File: config.mk
export PLATFORM = sky130hd
export DESIGN_NAME = cacheline_adaptor
export DESIGN_NICKNAME = d
export VERILOG_FILES = /design/src/rtl/cacheline_adaptor.sv
export SDC_FILE = /design/constraint.sdc
export NUM_CORES = 1
export LEC_CHECK = 0
export BUFFER_PORTS_ARGS = -buffer_cell sky130_fd_sc_hd__buf_4
export CORE_AREA = 2 2 276 278
export CTS_BUF_LIST = sky130_fd_sc_hd__clkbuf_4
export DETAILED_ROUTE_END_ITERATION = 12
export DIE_AREA = 0 0 278 280
export PLACE_DENSITY = 0.52
export SLEW_MARGIN = 40
export SYNTH_ARGS = -nofsm -noshare
export SYNTH_HDL_FRONTEND = slang
export SYNTH_SLANG_ARGS = --single-unit
File: constraint.sdc
create_clock -name clk -period 1.98 [get_ports clk]
set_input_delay 0.297 -clock clk [delete_from_list [all_inputs] [get_ports clk]]
set_output_delay 0.297 -clock clk [all_outputs]
set_load 0.02 [all_outputs]
File: src/rtl/cacheline_adaptor.sv
// Bridges a cache's full-line read/write port to a fixed-width burst memory, one line at a time.
// Optional line-transfer counters are enabled by defining CACHELINE_ADAPTOR_PERF_CNT_EN.
module cacheline_adaptor #(
  parameter int LINE_W  = 256,
  parameter int BURST_W = 64,
  parameter int ADDR_W  = 32
) (
  input  logic               clk,
  input  logic               rst_n,
  input  logic               read_i,
  input  logic               write_i,
  input  logic [ADDR_W-1:0]  address_i,
  input  logic [LINE_W-1:0]  line_i,
  output logic [LINE_W-1:0]  line_o,
  output logic               resp_o,
  output logic               read_o,
  output logic               write_o,
  output logic [ADDR_W-1:0]  address_o,
  output logic [BURST_W-1:0] burst_o,
  input  logic [BURST_W-1:0] burst_i,
`ifdef CACHELINE_ADAPTOR_PERF_CNT_EN
  output logic [31:0]        rd_lines_o,
  output logic [31:0]        wr_lines_o,
`endif
  input  logic               resp_i
);

  localparam int BEATS = LINE_W / BURST_W;
  localparam int CNT_W = (BEATS > 1) ? $clog2(BEATS) : 1;
  localparam int OFF_W = $clog2(LINE_W / 8);
  localparam logic [CNT_W-1:0]  LAST_BEAT  = CNT_W'(BEATS - 1);
  localparam logic [ADDR_W-1:0] ALIGN_MASK = {ADDR_W{1'b1}} << OFF_W;

  typedef enum logic [1:0] {
    IDLE  = 2'd0,
    READ  = 2'd1,
    WRITE = 2'd2,
    DONE  = 2'd3
  } state_e;

  state_e                        state;
  state_e                        state_next;
  logic [CNT_W-1:0]              cnt;
  logic [ADDR_W-1:0]             addr_q;
  logic [BEATS-1:0][BURST_W-1:0] wline_q;
  logic [BEATS-1:0][BURST_W-1:0] rline_q;
  logic                          last_beat;

  assign last_beat = resp_i && (cnt == LAST_BEAT);
  assign address_o = addr_q;
  assign line_o    = rline_q;

  // NOTE: every output and next-state term gets a default before the case so no path leaves one unassigned (no latches).
  always_comb begin
    state_next = state;
    read_o     = 1'b0;
    write_o    = 1'b0;
    resp_o     = 1'b0;
    burst_o    = '0;
    unique case (state)
      IDLE: begin
        if (write_i)     state_next = WRITE;
        else if (read_i) state_next = READ;
      end
      READ: begin
        read_o = 1'b1;
        if (last_beat) state_next = DONE;
      end
      WRITE: begin
        write_o = 1'b1;
        burst_o = wline_q[cnt];
        if (last_beat) state_next = DONE;
      end
      DONE: begin
        resp_o     = 1'b1;
        state_next = IDLE;
      end
      default: state_next = IDLE;
    endcase
  end

  // NOTE: sequential state uses non-blocking assignments so every register samples pre-edge values.
  always_ff @(posedge clk or negedge rst_n) begin
    if (!rst_n) state <= IDLE;
    else        state <= state_next;
  end

  // NOTE: the line buffers are reset because line_o must read zero after reset; this is not free, but it is required here.
  always_ff @(posedge clk or negedge rst_n) begin
    if (!rst_n) begin
      cnt     <= '0;
      addr_q  <= '0;
      wline_q <= '0;
      rline_q <= '0;
    end else begin
      unique case (state)
        IDLE: begin
          if (write_i || read_i) begin
            addr_q <= address_i & ALIGN_MASK;
            cnt    <= '0;
          end
          if (write_i) wline_q <= line_i;
        end
        READ: begin
          if (resp_i) begin
            rline_q[cnt] <= burst_i;
            cnt          <= last_beat ? '0 : cnt + CNT_W'(1);
          end
        end
        WRITE: begin
          if (resp_i) cnt <= last_beat ? '0 : cnt + CNT_W'(1);
        end
        default: ;
      endcase
    end
  end

`ifdef CACHELINE_ADAPTOR_PERF_CNT_EN
  // Counters step on the edge entering DONE, so the new value is visible in the resp_o cycle.
  always_ff @(posedge clk or negedge rst_n) begin
    if (!rst_n) begin
      rd_lines_o <= '0;
      wr_lines_o <= '0;
    end else begin
      if (state == READ && last_beat)  rd_lines_o <= rd_lines_o + 32'd1;
      if (state == WRITE && last_beat) wr_lines_o <= wr_lines_o + 32'd1;
    end
  end
`endif

endmodule

-- After elaboration in Yosys (flattened, before gate mapping)
Index checks and enable logic that the tools add are counted.
Widths: inputs -> output; s select.
- register bits: 543
- bits of input ports: 357
- output and inout bits: 355
- logic and storage cells: 50
- add/subtract/negate cells: 1
- $lt $le $gt $ge: 2
- equal/unequal tests: 8
- multiplexer cells: 17
- reduce and logical (&&, ||, !) cells: 11
- operator list (kind ; count):
    $bwmux 256 ; 1
    $mux 64 ; 3
    $bmux 64 s2 ; 1
    $demux 64 s2 ; 1
    $mux 2 ; 6
    $reduce_and 2->1 ; 4
    $eq 2x2->1 const B ; 3
    $pmux 2 s3 ; 1
    $ne 2x1->1 const B ; 2
    $pmux 2 s2 ; 1
    $lt 2x3->1 const B ; 1
    $mux 1 ; 3
    $ne 3x3->1 const B ; 1
    $reduce_and 3->1 ; 1
    $add 2x1->2 const B ; 1
    $eq 2x1->1 const B ; 1
    $ge 2x1->1 const B ; 1
    $logic_and 1x1->1 ; 2
    $logic_not 2->1 ; 1
    $ne 2x2->1 const B ; 1
    $reduce_bool 2->1 ; 1
    $reduce_or 2->1 ; 1
    $logic_or 1x1->1 ; 1

-- Depth between registers and ports, before layout
- depth after elaboration: 5
- depth in mapped cells: 7
- gate-level depth less buffers: 5

-- Least setup slack after synthesis
Ideal clock, no wire load.
- kind: flip-flop to flip-flop
- from: reg cnt[1]
- to: reg rline_q, in the netlist line_o[10]
- library setup time: 0.125 ns
- arrival: 1.773 ns
- setup slack: 0.082 ns
- stages on the path, launching flop included: 8
- path buffers: 3
- period minus slack after synthesis: 1.898 ns
- path through: dfrtp_1 > buf_2 > buf_2 > inv_1 > ha_1 > nand3_2 > buf_2 > mux2_2
- longest elaborated chain between the ends: 5
- elaborated cells on any way between the ends: 6
- RTL lines (item ; line ; text):
    start: declaration ; 43 ; logic [CNT_W-1:0] cnt;
    start signal: assignment ; 107 ; cnt <= last_beat ? '0 : cnt + CNT_W'(1);
    start signal: assignment ; 111 ; if (resp_i) cnt <= last_beat ? '0 : cnt + CNT_W'(1);
    $lt 2x3->1 (not written as such) / $ge 2x1->1 (equally long branches) ; 106 ; rline_q[cnt] <= burst_i;
    $logic_and 1x1->1 (not written as such) ; 106 ;
    $mux 64 (not written as such) ; 106 ;
    $demux 64 s2 (*) ; 106 ;
    $bwmux 256 (*) ; 106 ;
    end signal: indexed assignment ; 106 ;
    end: declaration ; 46 ; logic [BEATS-1:0][BURST_W-1:0] rline_q;
Every way passes the cells marked *; elsewhere a longest branch is shown, timed or not.
A chain may end at the register's enable or synchronous reset.

-- Worst setup path after layout
- from: reg cnt[0]
- to: out burst_o[60]
- longest elaborated chain between the ends: 3
- RTL lines (item ; line ; text):
    $bmux 64 s2 ; 71 ; burst_o = wline_q[cnt];
    $mux 64 (not written as such) ; 71 ;
    $mux 64 ; 60 ; unique case (state)
    end: declaration ; 19 ; output logic [BURST_W-1:0] burst_o,
Every way passes these cells. The select of a mux whose other input is x is not followed.

==> results_dict.tcl <==
set metrics [dict create \
    grt_pass1_vias 19200 \
    syn-cell-area_um2 22200 \
    die_height_um 280 \
    violations "negative setup slack" \
    instances_no_fill 3740 \
    grt_pass1_wl_um 112000 \
    crit_chain "buf_12 -> buf_12 -> buf_12 -> mux4_2 -> and2_4 -> buf_6" \
    die-area_um2 77800 \
    rsz0062_at_grt "yes" \
    final_area_um2 36800 \
    rows 101 \
    fmax_ghz 0.348 \
    hold_path_class "input pin to asynchronous set/reset pin" \
    area_growth_pct 65.5 \
    endpoint_kind "primary output" \
    worstPathMaxFanout 5 \
    wl_um 74500 \
    timing.final.crit_share_pct 145 \
    p_seq_share_pct 35.0 \
    grt_max_degree 86 \
    clk_path_buf_depth 3 \
    cts_tree "done" \
    vdd_drop_max_v 0.000994 \
    leakagePower_nw 17.3 \
    ys_warn_count 0 \
    clock_skew_ps 34.0 \
    p_sw_mw 19.2 \
    sw_frac_of_total_pct 34.5 \
    cts_root_buffer "clkbuf_4" \
    routedWlPerCell_um 19.9 \
    p_int_mw 36.3 \
    layout_setup_ws_ps -895 \
    whs_ps 137 \
    slowest_stage "dfrtp_4" \
    hold_violations 0 \
    dpl_cell_area_um2 29200 \
    gp_congestion 0.798 \
    crit_top_cell "buf_12" \
    antenna_found_initial 4 \
    fin_util_pct 49.0 \
    dp_cells 2989 \
    ys_types 25 \
    clock-sinks 543 \
    worstSetupStartpointType "flip-flop" \
    synth_seq_cells 543 \
    finalSetupViolCount 85 \
    overflow 0 \
    multi_input_area_um2 8480 \
    die_w_um 278 \
    fin_nets 3022 \
    cp_data_arrival_time_ps 2580 \
    slowest_delay_ps 480 \
    coreArea_um2 75200 \
    status "finished, violations left" \
    synthArstFlopShare_pct 100 \
    totalPowerFinal_mw 55.4 \
    required_ps 1680 \
    comb_power_share_pct 46.4 \
    syn_inst 1329 \
    synth_area_per_cell_um2 16.7 \
    ant_nets 0 \
    dp_slack_ps -38.0 \
    dr.pass1.iters 4 \
    critPathKind "flip-flop to primary output" \
    initialDrtViolationCount 544 \
    slew_violations 0 \
    synth_ff_type "dfrtp_1" \
    cts_max_level 4 \
    io-pin-count 712 \
    p_per_area_nw_per_um2 1510 \
    finalCriticalPeriod_ps 2880 \
    cts_buffers 153 \
    p_clk_share_pct 18.7 \
    vias 16700 \
    via_per_inst 4.48 \
    grt_usage_pct 18.8 \
    clock_latency_ps 950 \
    dp_hpwl_um 49600 \
    yosysSeqAreaShare_pct 61.1 \
    post_route_cells_drive_above_1_share_pct 61.8 \
    synth_edf_count 0 \
    clkTransAtPathRegs_ps 70 \
    start_util_pct 29.6 \
    drc 0 \
    drv_cap 0 \
    io_buffers 701 \
    regArea_um2 13600 \
    tns_ps -52630 \
    fillers 6519 \
]
-- metal layers --
metal / part of all wire [%] / wire length, µm / up-vias / GRT usage (%)
met5: 0.034 / 25 / - / 0
met4: 1.9 / 1390 / 4 / 6.18
met3: 7.9 / 5890 / 114 / 7.08
met2: 51 / 38000 / 617 / 32.5
met1: 39 / 29100 / 8482 / 21.5
li1: - / - / 7522 / -
-- flip-flops by register name, summed over array words and instances, names as in the netlist --
register and count:
state 2, cnt 2, wline_q 256, line_o 256, address_o 27
-- cells by family (layout without fill, tap and decap cells) --
kind of cell	count (synthesis)	count (layout)	share of synthesized area, %
other cells	1	12	0.0169
flops	543	543	61.1
simple gates	77	77	2.19
mux	606	606	33.9
compound gates	7	7	0.197
fa+ha+maj	9	9	0.506
buf+inv	86	1508	2.08
-- final timing paths --
path / slack, ps / start / depth (start not counted) / endpoint
min in group clk: 140 / line_i[32] / 3 / wline_q[32]
max in group asynchronous: 1300 / rst_n / 3 / line_o[208]
worst max register to register: -30 / state[0] / 9 / line_o[34]
worst min-delay path: 140 / rst_n / 3 / wline_q[32]
worst max-delay path: -900 / cnt[0] / 6 / burst_o[60]
worst min register to register: 500 / wline_q[90] / 1 / wline_q[90]
-- worst max-delay path, delay by kind of cell, from the launching register on --
family / cells / cell delay, ps
flops: 1 / 480
mux: 1 / 470
buf+inv: 4 / 530
simple gates: 1 / 170
-- Yosys cell counts (3+ instances only) --
library cell / number / share of area (%)
nand2_1: 4 / 0.067
mux2_2: 539 / 27
o21ai_0: 3 / 0.067
inv_1: 5 / 0.084
mux2i_1: 3 / 0.14
buf_6: 5 / 0.25
clkbuf_1: 6 / 0.10
buf_1: 4 / 0.067
nand3_2: 4 / 0.18
buf_2: 58 / 1.3
buf_4: 8 / 0.27
dfrtp_1: 543 / 61
ha_1: 9 / 0.51
and2_1: 64 / 1.8
mux4_2: 64 / 6.5
-- placed cells by master, fill, tap and decap left out, types with 2 or more instances in the layout --
cell,instances
and2_4,64
buf_12,34
buf_16,7
buf_4,655
buf_6,77
buf_8,7
bufinv_16,4
clkbuf_16,7
clkbuf_4,215
clkinv_1,21
clkinv_2,4
clkinvlp_4,4
conb_1,5
dfrtp_1,541
dfrtp_4,2
diode_2,7
dlygate4sd3_1,462
ha_1,5
ha_4,3
inv_1,3
inv_2,3
inv_6,3
mux2_2,531
mux2_4,8
mux2i_1,3
mux4_2,64
nand2_1,3
nand3_4,4
o21ai_0,3
-- power groups by stage --
stage                     registers, mW  logic [mW]  clock network (mW)
after floorplan                    21.9        10.5                   0
after global placement             19.2        22.8                   0
after detailed placement           19.5        23.1                   0
after CTS                          19.4        25.3                10.9
after global routing               20.0        27.3                11.5
final                              19.4        25.7                10.4
-- timing repair --
action,4_1_cts,5_1_grt
setup buffers,6,12
gates cloned,2,8
hold endpoints to repair,1086,0
hold buffers,463,0
resized for setup,152,30
pin swaps,7,8
setup endpoints to repair,92,186
-- cell type report --
type | count | area share (%)
sequential | 543 | 36.9
timing repair buffer | 1249 | 31.4
multi-input combinational | 704 | 23.0
clock buffer | 215 | 4.38
tap | 978 | 3.32
clock inverter | 39 | 0.792
inverter | 5 | 0.0578
antenna | 7 | 0.0476
(Power assumes the default switching activity.)
